===== src/rtl/ballot_unit.sv =====
// ballot_unit: voter-side front end of the voting machine.
// Turns raw (already synchronised) candidate buttons into single-cycle
// one-hot vote pulses for the tally counters. One ballot per officer
// authorisation, debounced buttons, multi-button presses rejected,
// idle booths time out.
//
// Handshake: there is no valid/ready pair here. `enable` is a level
// sampled on each rising edge and only has effect in IDLE; `vote`,
// `reject` and `timeout` are registered one-cycle pulses and never
// overlap; `ready` is a registered lamp, high while ARMED or DEBOUNCE.
//
// dbg_state encoding: 0=IDLE 1=ARMED 2=DEBOUNCE 3=CAST 4=RELEASE.
module ballot_unit #(
  parameter int NUM_CAND = 5,
  parameter int DEBOUNCE = 4,
  parameter int TIMEOUT  = 1000
) (
  input  logic                clk,
  input  logic                rst,
  input  logic                enable,
  input  logic [NUM_CAND-1:0] btn,
  output logic [NUM_CAND-1:0] vote,
  output logic                ready,
  output logic                reject,
  output logic                timeout,
  output logic [31:0]         voted_total,
  output logic [15:0]         reject_cnt,
  output logic [2:0]          dbg_state
);

  localparam int TW = (TIMEOUT  > 1) ? $clog2(TIMEOUT)  : 1;
  localparam int DW = (DEBOUNCE > 1) ? $clog2(DEBOUNCE) : 1;

  localparam logic [TW-1:0]       TIMER_LAST = TW'(TIMEOUT - 1);
  localparam logic [DW-1:0]       DEB_LAST   = DW'(DEBOUNCE - 1);
  localparam logic [TW-1:0]       TIMER_ONE  = TW'(1);
  localparam logic [DW-1:0]       DEB_ONE    = DW'(1);
  localparam logic [NUM_CAND-1:0] SEL_ONE    = NUM_CAND'(1);

  typedef enum logic [2:0] {
    S_IDLE     = 3'd0,
    S_ARMED    = 3'd1,
    S_DEBOUNCE = 3'd2,
    S_CAST     = 3'd3,
    S_RELEASE  = 3'd4
  } state_t;

  state_t              state_q, state_d;
  logic [NUM_CAND-1:0] sel_q, sel_d;
  logic [DW-1:0]       deb_cnt_q, deb_cnt_d;
  logic [TW-1:0]       timer_q, timer_d;
  logic                retry_q, retry_d;
  logic [NUM_CAND-1:0] vote_q, vote_d;
  logic                ready_q, ready_d;
  logic                reject_q, reject_d;
  logic                timeout_q, timeout_d;
  logic [31:0]         voted_total_q, voted_total_d;
  logic [15:0]         reject_cnt_q, reject_cnt_d;

  // Exactly one bit set: nonzero and clearing the lowest set bit leaves zero.
  logic sel_onehot;
  assign sel_onehot = (sel_q != '0) && ((sel_q & (sel_q - SEL_ONE)) == '0);

  // Next-state and next-output logic for the ballot sequence.
  always_comb begin
    state_d       = state_q;
    sel_d         = sel_q;
    deb_cnt_d     = deb_cnt_q;
    timer_d       = timer_q;
    retry_d       = retry_q;
    vote_d        = '0;
    reject_d      = 1'b0;
    timeout_d     = 1'b0;
    voted_total_d = voted_total_q;
    reject_cnt_d  = reject_cnt_q;

    case (state_q)
      S_IDLE: begin
        // Buttons are ignored until the officer authorises the booth.
        if (enable) begin
          state_d = S_ARMED;
          timer_d = '0;
        end
      end

      S_ARMED: begin
        // A press takes priority over an expiring timer on the same edge.
        if (btn != '0) begin
          sel_d     = btn;
          deb_cnt_d = '0;
          state_d   = S_DEBOUNCE;
        end else if (timer_q == TIMER_LAST) begin
          timeout_d = 1'b1;
          state_d   = S_IDLE;
        end else begin
          timer_d = timer_q + TIMER_ONE;
        end
      end

      S_DEBOUNCE: begin
        // Any change (bounce or new selection) restarts from ARMED.
        if (btn != sel_q) begin
          state_d = S_ARMED;
          timer_d = '0;
        end else if (deb_cnt_q != DEB_LAST) begin
          deb_cnt_d = deb_cnt_q + DEB_ONE;
        end else if (sel_onehot) begin
          // Vote is registered here so it is high for the whole CAST cycle.
          vote_d  = sel_q;
          state_d = S_CAST;
        end else begin
          reject_d = 1'b1;
          if (reject_cnt_q != 16'hFFFF) begin
            reject_cnt_d = reject_cnt_q + 16'd1;
          end
          retry_d = 1'b1;
          state_d = S_RELEASE;
        end
      end

      S_CAST: begin
        if (voted_total_q != 32'hFFFF_FFFF) begin
          voted_total_d = voted_total_q + 32'd1;
        end
        retry_d = 1'b0;
        state_d = S_RELEASE;
      end

      S_RELEASE: begin
        // Holding the button here can never produce a second ballot.
        if (btn == '0) begin
          if (retry_q) begin
            state_d = S_ARMED;
            timer_d = '0;
          end else begin
            state_d = S_IDLE;
          end
        end
      end

      default: begin
        state_d = S_IDLE;
      end
    endcase

    ready_d = (state_d == S_ARMED) || (state_d == S_DEBOUNCE);
  end

  // State and registered outputs; asynchronous active-low reset aborts any ballot.
  always_ff @(posedge clk or negedge rst) begin
    if (!rst) begin
      state_q       <= S_IDLE;
      sel_q         <= '0;
      deb_cnt_q     <= '0;
      timer_q       <= '0;
      retry_q       <= 1'b0;
      vote_q        <= '0;
      ready_q       <= 1'b0;
      reject_q      <= 1'b0;
      timeout_q     <= 1'b0;
      voted_total_q <= '0;
      reject_cnt_q  <= '0;
    end else begin
      state_q       <= state_d;
      sel_q         <= sel_d;
      deb_cnt_q     <= deb_cnt_d;
      timer_q       <= timer_d;
      retry_q       <= retry_d;
      vote_q        <= vote_d;
      ready_q       <= ready_d;
      reject_q      <= reject_d;
      timeout_q     <= timeout_d;
      voted_total_q <= voted_total_d;
      reject_cnt_q  <= reject_cnt_d;
    end
  end

  assign vote        = vote_q;
  assign ready       = ready_q;
  assign reject      = reject_q;
  assign timeout     = timeout_q;
  assign voted_total = voted_total_q;
  assign reject_cnt  = reject_cnt_q;
  assign dbg_state   = state_q;

endmodule


===== config.mk =====
export PLATFORM = sky130hd
export DESIGN_NAME = ballot_unit
export DESIGN_NICKNAME = d
export VERILOG_FILES = /design/src/rtl/ballot_unit.sv
export SDC_FILE = /design/constraint.sdc
export NUM_CORES = 1
export LEC_CHECK = 0
export ABC_AREA = 1
export CAP_MARGIN = 20
export CORE_MARGIN = 3
export CORE_UTILIZATION = 40
export CTS_CLUSTER_DIAMETER = 150
export CTS_CLUSTER_SIZE = 24
export DETAILED_ROUTE_END_ITERATION = 16
export DONT_BUFFER_PORTS = 1
export GPL_ROUTABILITY_DRIVEN = 0
export GPL_TIMING_DRIVEN = 0
export PLACE_DENSITY_LB_ADDON = 0.2
export SLEW_MARGIN = 20
export SYNTH_ARGS = -nofsm -noshare
export SYNTH_HDL_FRONTEND = slang
export SYNTH_SLANG_ARGS = --single-unit

===== constraint.sdc =====
create_clock -name clk -period 4 [get_ports clk]
set_input_delay 0.8 -clock clk [delete_from_list [all_inputs] [get_ports clk]]
set_output_delay 0.8 -clock clk [all_outputs]
set_load 0.005 [all_outputs]

==> Word level (Yosys, flattened, before mapping) <==
Index checks and enable logic that the tools add are counted.
W data, S select, Z words.
{ "totals": {"ff_bits": 77, "input_bits": 8, "output_inout_bits": 59, "wordCells": 93} }
{ "classes": {"addsub": 5, "eq_ne": 22, "mux": 35, "bitwise_logic": 4, "reduce_logical": 16} }
{ "op_table": {"columns": ["op", "n"], "rows": [
  ["$mux W10", 6],
  ["$pmux W10 S4", 1],
  ["$add A32 B1 Y32 const B", 1],
  ["$ne A32 B32 Y1 const B", 1],
  ["$ne A2 B2 Y1 const B", 12],
  ["$mux W3", 7],
  ["$mux W5", 4],
  ["$add A16 B1 Y16 const B", 1],
  ["$ne A16 B16 Y1 const B", 1],
  ["$pmux W3 S5", 1],
  ["$mux W1", 11],
  ["$add A10 B1 Y10 const B", 1],
  ["$eq A10 B10 Y1 const B", 1],
  ["$logic_not A5 Y1", 2],
  ["$reduce_bool A5 Y1", 2],
  ["$eq A3 B2 Y1 const B", 3],
  ["$reduce_and A4 Y1", 2],
  ["$reduce_and A7 Y1", 1],
  ["$eq A3 B1 Y1 const B", 2],
  ["$mux W2", 3],
  ["$and A5 B5 Y5", 1],
  ["$ne A5 B5 Y1", 1],
  ["$reduce_and A5 Y1", 1],
  ["$sub A5 B1 Y5 const B", 1],
  ["other kinds (11)", 15]
]} }

==> Depth between registers and ports, before layout <==
Gate-level depths: netlist of run 1.
{ "depth": {"word_depth": 10, "depth_mapped": 11, "depth_no_buf": 10} }

==> Least setup slack after synthesis of run 1 <==
No wires, ideal clock.
{ "synth_timing": {"path_type": "input to register", "start": "input btn[4]", "end": "register reject_cnt_q[10] (netlist: reject_cnt[10])", "setup_ns": 0.117, "arrival_ns": 1.805, "required_ns": 3.883, "path_slack_ns": 2.078, "cell_stages": 7, "path_buffers": 1, "path_cell_list": "xnor2_1 > nand3_2 > nor2_1 > nand3_2 > buf_2 > nand2_1 > nand2_1"} }
{ "synth_via": {"elab_chain_cells": 3} }
{ "synth_rtl": {"columns": ["element", "line", "text"], "rows": [
  ["start: declaration", "21", "input logic [NUM_CAND-1:0] btn,"],
  ["$ne A5 B5 Y1", "102", "if (btn != sel_q) begin"],
  ["$not A1 Y1 (no line)", null, null],
  ["$reduce_and A5 Y1 (no line)", null, null],
  ["end signal: assignment", "174", "reject_cnt_q <= reject_cnt_d;"],
  ["end: declaration", "58", "logic [15:0] reject_cnt_q, reject_cnt_d;"]
]} }
No other way between the ends.
A chain may end at the register's enable or synchronous reset.

==> Final worst setup path of run 1 <==
{ "layout_timing": {"start": "register voted_total_q[1] (netlist: voted_total[1])", "end": "register voted_total_q[23] (netlist: voted_total[23])"} }
{ "layout_via": {"elab_chain_cells": 2, "elab_cells_between_ends": 3, "cone_classes": "1 x add/sub; 1 x eq/ne; 1 x reduce/logical"} }
{ "layout_rtl": {"columns": ["element", "line", "text"], "rows": [
  ["start: declaration", "57", "logic [31:0] voted_total_q, voted_total_d;"],
  ["start signal: assignment", "173", "voted_total_q <= voted_total_d;"],
  ["parallel branches: the longest is 2 deep, another holds $add A32 B1 Y32", null, null]
]} }
Parallel ways; which one is timed is not known.

==> results of run 1 <==
[state kept, by name, indices dropped and copies added, names as in the netlist]
name / flops
deb_cnt_q: 2
vote: 5
sel_q: 5
ready: 1
reject: 1
dbg_state: 3
retry_q: 1
reject_cnt: 16
voted_total: 32
timeout: 1
timer_q: 10
[power by group through the flow]
stage,sequential [mW],clock (mW),combinational [mW]
2_1_floorplan,0.948,0,0.551
3_3_place_gp,0.979,0,0.678
3_5_place_dp,0.980,0,0.691
4_1_cts,0.968,0.886,0.692
5_1_grt,0.984,0.920,0.789
6_report,0.966,0.868,0.689
[cells in the mapped netlist, drive strengths merged]
library cell    n  area share
buf            12       0.018
ha              4       0.010
clkbuf          1     0.00077
dfrtp          77        0.40
o22ai           1      0.0013
nand3b         11       0.017
nand2         306        0.24
a21oi           3      0.0031
o21ai          20       0.021
nand4          16       0.024
o21bai          1      0.0016
inv            59       0.046
nand3          49       0.053
xnor2          12       0.022
nor3b           3      0.0047
xor2           18       0.033
nor3           15       0.019
nor2           96       0.083
a21boi          1      0.0039
[final cells by class]
cell class / count / area [sq um] / share of cell area
Buffer: 13 / 92.6 / 0.0174
Inverter: 59 / 221 / 0.0415
Multi-Input combinational cell: 556 / 2600 / 0.487
Clock inverter: 3 / 42.5 / 0.00798
Tap cell: 143 / 179 / 0.0336
Clock buffer: 13 / 270 / 0.0507
Sequential cell: 77 / 1930 / 0.361
[per-layer routing]
| layer | part of all wire | up-vias | GRT usage |
|---|---|---|---|
| met5 | 0 | - | 0 |
| met4 | 0.021 | 0 | 0.0944 |
| met3 | 0.064 | 16 | 0.0569 |
| met2 | 0.47 | 102 | 0.313 |
| met1 | 0.45 | 2016 | 0.241 |
| li1 | - | 2245 | - |
[final timing paths]
| kind | start | cells after the start | endpoint |
|---|---|---|---|
| setup / recovery | voted_total[1] | 9 | voted_total[23] |
| hold / removal | rst | 0 | voted_total[7] |
| setup reg to reg | voted_total[1] | 9 | voted_total[23] |
| hold reg to reg | deb_cnt_q[1] | 2 | deb_cnt_q[1] |
| max in group asynchronous | rst | 0 | reject_cnt[4] |
| min in group clk | deb_cnt_q[1] | 2 | deb_cnt_q[1] |
[critical path: stages, from the launching register on]
cell	delay (ns)
dfrtp_1	0.44
ha_1	0.31
inv_2	0.07
nor2_2	0.18
nand2_2	0.14
nor2_4	0.23
a21boi_4	0.14
buf_4	0.21
nand2_1	0.08
nand2_1	0.04
[cell families after synthesis]
family | synth area share
adder cells (fa/ha/maj) | 0.0103
AND/OR/NAND/NOR | 0.442
flip-flops | 0.398
XOR/XNOR | 0.0543
buffers and inverters | 0.0649
AO/OA/AOI/OAI | 0.0305
[through the flow]
step / utilization / std cells / total power [mW] / setup slack [ns]
2_1_floorplan: - / 705 / 1.50 / 2.08
3_5_place_dp: 0.432 / 848 / 1.67 / 1.86
4_1_cts: 0.459 / 864 / 2.55 / 2.04
5_1_grt: 0.459 / 864 / 2.69 / 1.87
3_3_place_gp: 0.432 / 848 / 1.66 / 1.88
6_report: 0.459 / 864 / 2.52 / 2.05
==> metrics.md, run 1 <==
| Metric | Value |
|---|---|
| Share of power burned in registers | `0.383` |
| CTS Buf Count | `9` |
| Leakage | `roughly 2.5 nW` |
| Critical path class | `reg2reg` |
| Hold Worst Slack | `0.148 ns` |
| Die Area | `0.0135 sq mm` |
| Mapped Area | `0.00484 sq mm` |
| Post_cts resized | `0` |
| Routed vias/inst | `5.07` |
| Vias | `4379` |
| P_int | `1.61 mW` |
| # diodes | `0` |
| H-tree Lvls | `3` |
| Net Sw Frac | `0.360` |
| Mapped Cells | `705` |
| CP arrival | `approximately 2.2 ns` |
| Yosys warns | `0` |
| Least-Margin Pin Slew | `between 0.5 and 0.6 ns` |
| Initial Util | `0.417` |
| DP Wirelength | `8970 microns` |
| Gr usage total | `0.195` |
| Critical path required time | `4.24 ns` |
| Largest net degree at the start of global routing | `78` |
| Tcrit/Tclk final | `0.487` |
| Clk slew on worst S/H paths | `approximately 0.060 ns` |
| Min Tclk post-route | `1.95 ns` |
| Nets | `approximately 730` |
| Cell area power density | `between 400 and 500 mW/mm^2` |
| Final setup fails | `0` |
| P_sw | `909 uW` |
| FILL cells | `1170` |
| Starting DRT DRC Count | `281` |
| CP Capture Type | `register` |
| Post-detailed-route DRC marker count | `0` |
| Setup TNS | `0 ns` |
| Unique cell type count in the Yosys netlist | `31` |
| Max Cap Violations | `0` |
| Slew margin rel. | `0.599` |
| Rows | `39` |
| Total wire length | `between 10000 and 15000 microns` |
| Die width | `116 microns` |
| Clk_lat worst skew | `0.34 ns` |
| Commonest cells after routing, fill and taps aside | `302 x nand2_1, 87 x nor2_1, 77 x dfrtp_1` |
| Gate power share | `0.273` |
| Flop and latch count out of synthesis | `77` |
| Clock Power Share | `0.344` |
| Post-synthesis sequential area ratio | `0.398` |
| Worst R2R Setup Slack | `2.05 ns` |
| Area delta synth->final | `10.2%` |
| Clock Path Buffers | `2` |
| Max IR drop VDD | `0.250 mV` |
| Clock sinks | `77` |
| Core ar. | `0.0116 sq mm` |
| First drt pass iteration count | `6` |
| Placed Area | `0.00502 sq mm` |
| First-pass GRT wire length | `20700 microns` |
| Die H | `116 microns` |
| Layout cells sized above 1 | `0.0749` |
| IO Pins | `67` |
| Finished Cell Area | `0.00533 sq mm` |
| Antenna viol nets, final | `0` |
| # hold bufs at CTS | `0` |
| Initial antenna violation count | `0` |
| Worst Skew | `0.00426 ns` |
| CTS root buffer | `clkbuf_16` |
| Grt ovf | `0` |
| Crit start category | `register` |
| Average size of a mapped cell | `roughly 6.9 sq um` |
| Max Slew Vio Count | `0` |
| Syn nets | `717` |
| Crit-path max FO | `10` |
| RSZ-0062 raised after global routing | `false` |
| CTS tree | `yes` |
| Worst Hold Class | `in2async` |
| Final hold viol count | `0` |
| PortBufs | `0` |
| Mean routed wirelength per cell | `between 10 and 15 microns` |
| Post-CTS Setup Inserts | `0` |
| Status | `completed` |
| Most common cell after layout, fill and taps aside | `nand2_1` |
| Highest Clock Rate | `513 MHz` |
| Vias in the first global route | `between 4000 and 5000` |
(Power assumes the default switching activity.)
==> inputs of run 2 (changes only) <==
clock period = 2 ns   (was 4 ns; I/O delays follow)
==> run 2 against run 1 <==
The flow now finishes with violations (negative hold slack). Critical path depth rose by 1. Sequential power rose by 100%. Clock skew barely moved. Design area rose by 0.94%. Cell count rose by 0.23%. Utilization rose by 0.43 points. Sequential cell count did not move. Setup slack got worse by 1.9 ns. Via count fell by 0.62%. Wire length rose by 0.11%. Register-to-register slack got worse by 1.9 ns. Highest routed layer unchanged.
==> metrics.md, run 2 (same netlist as run 1, synthesis figures left out) <==
| Metric | Value |
|---|---|
| Crit path max-delay family | `simple AND/OR/NAND/NOR gates` |
| Area delta synth->final | `11.2%` |
| IO Pins | `67 (unchanged)` |
| Status | `finished, violations left` |
| Cell area power density | `948 mW/mm^2 (+100%)` |
| Least-Margin Pin Slew | `0.591 ns (-0.00636 ns)` |
| CTS Buf Count | `9 (unchanged)` |
| RSZ-0062 raised after global routing | `false` |
| Crit-path max FO | `7 (-3)` |
| CP Capture Type | `register` |
| First drt pass iteration count | `5 (-1)` |
| Layout cells sized above 1 | `0.0899 (+0.0150)` |
| Final hold viol count | `77 (+77)` |
| Highest Clock Rate | `543 MHz (+5.8%)` |
| # diodes | `0 (unchanged)` |
| Nets | `730 (+0.27%)` |
| Clock Path Buffers | `2 (unchanged)` |
| Crit-path cells | `buf_2 > nand3_1 > inv_1 > nand2_1 > nor2_1 > nand2_1 > nand2_1 > nand2_1 > nand2_1 > nand2_1` |
| Vias | `4352 (-0.62%)` |
| Final setup fails | `0 (unchanged)` |
| Slew margin rel. | `0.603 (+0.00427)` |
| Setup TNS | `0 ns (unchanged)` |
| Clock sinks | `77 (unchanged)` |
| Vias in the first global route | `4256 (unchanged)` |
| Min Tclk post-route | `1.84 ns (-0.106 ns)` |
| Total wire length | `12300 microns (+0.11%)` |
| Max Slew Vio Count | `0 (unchanged)` |
| H-tree Lvls | `3 (unchanged)` |
| Most common cell after layout, fill and taps aside | `nand2_1` |
| Crit start category | `register` |
| CP arrival | `2.08 ns (-0.11 ns)` |
| Critical path class | `reg2reg` |
| Post-detailed-route DRC marker count | `0 (unchanged)` |
| Max Cap Violations | `0 (unchanged)` |
| Gr usage total | `0.195 (unchanged)` |
| CTS root buffer | `clkbuf_16` |
| Commonest cells after routing, fill and taps aside | `302 x nand2_1, 83 x nor2_1, 75 x dfrtp_1` |
| Clk_lat worst skew | `0.35 ns (about the same)` |
| CTS tree | `yes` |
| Initial Util | `0.417 (unchanged)` |
| Buffers & Inverters on Critical Path | `2 (unchanged)` |
| Die Area | `0.0135 sq mm (unchanged)` |
| Mean routed wirelength per cell | `14.2 microns (-0.13%)` |
| Max FFs per register | `32 (unchanged)` |
| Hold Worst Slack | `-0.256 ns (-0.404 ns)` |
| Antenna viol nets, final | `0 (unchanged)` |
| Tcrit/Tclk final | `0.921 (+0.434)` |
| Grt ovf | `0 (unchanged)` |
| CP dominant cell by count | `nand2_1` |
| Critical R2R Capture | `voted_total[25]` |
| Die H | `116 microns (unchanged)` |
| Final core occ | `0.463 (+0.00431)` |
| Worst Hold Class | `in2async` |
| Starting DRT DRC Count | `323 (+15%)` |
| First-pass GRT wire length | `20700 microns (unchanged)` |
| Worst R2R Setup Slack | `0.16 ns (-1.89 ns)` |
| DP Worst Slack | `0.0705 ns (-1.79 ns)` |
| Reg-to-reg startpoint | `voted_total[0]` |
| Worst Skew | `0.00441 ns (+0.000151 ns)` |
| Leakage | `2.55 nW (+0.24%)` |
| Finished Cell Area | `0.00538 sq mm (+0.94%)` |
| PortBufs | `0 (unchanged)` |
| Placed Area | `0.00502 sq mm (unchanged)` |
| Routed vias/inst | `5.03 (-0.85%)` |
| Crit-path slowest cell | `dfrtp_1` |
| Failing checks | `negative hold slack` |
| Critical path required time | `2.24 ns (-2.00 ns)` |
| Rows | `39 (unchanged)` |
| Largest stage delay, worst path | `0.43 ns (about the same)` |
| Clk slew on worst S/H paths | `0.06 ns (about the same)` |
| Die width | `116 microns (unchanged)` |
| Max IR drop VDD | `0.501 mV (+100%)` |
| Final setup margin | `0.158 ns (-1.89 ns)` |
| Largest net degree at the start of global routing | `78 (unchanged)` |
| Reg2Reg Depth | `10 (+1)` |
| Core ar. | `0.0116 sq mm (unchanged)` |
| Initial antenna violation count | `0 (unchanged)` |
| DP Wirelength | `8970 microns (unchanged)` |
-- run 2: report_power, final --
part	total (mW)	internal, mW	leakage, nW	switching [mW]
combinational	1.42	0.482	1.35	0.938
sequential	1.94	1.71	1.05	0.231
clock	1.74	1.07	0.152	0.671
-- run 2: worst max-delay path by stage --
stage / cells past startpoint / start / to / slack (ns)
after floorplan: 9 / voted_total[1] / voted_total[21] / 0.36
after CTS: 9 / voted_total[1] / voted_total[23] / 0.04
final: 10 / voted_total[0] / voted_total[25] / 0.16
after global placement: 9 / voted_total[1] / voted_total[23] / 0.08
after global routing: 7 / sel_q[4] / reject_cnt[6] / 0.02
after detailed placement: 9 / voted_total[1] / voted_total[21] / 0.07
-- run 2: stage by stage --
step | power, mW | instances
after floorplan | 3.00 | 705
after global placement | 3.31 | 848
after detailed placement | 3.34 | 848
after CTS | 5.09 | 864
after global routing | 5.44 | 866
final | 5.10 | 866
-- run 2: worst reg2reg max path, stage by stage (launching register included) --
cell and delay, ns:
dfrtp_1 0.43, buf_2 0.22, nand3_1 0.19, inv_1 0.14, nand2_1 0.12, nor2_1 0.33
nand2_1 0.09, nand2_1 0.07, nand2_1 0.05, nand2_1 0.05, nand2_1 0.04
-- run 2: what timing repair did --
item                                    in CTS  in global routing
gates resized for setup                      0                 11
endpoints found under the setup margin       0                 49
buffers inserted                             0                  2
hold endpoints to repair                    77                 77
-- run 2: final cells by class --
cell class	count	area (sq um)
timing repair buffer	2	15.0
tap	143	179
multi-input combinational	556	2630
sequential	77	1930
clock buffer	13	270
clock inverter	3	42.5
fill	1166	6230
buffer	13	95.1
inverter	59	221
-- run 2: routing by layer --
metal  wire [microns]  part of all wire  vias to the layer above  GRT usage
li1                 -                 -                     2246          -
met1             5400              0.44                     1981      0.241
met2             5690              0.46                      108      0.313
met3              874             0.071                       17     0.0569
met4              294             0.024                        0     0.0944
met5                0                 0                        -          0
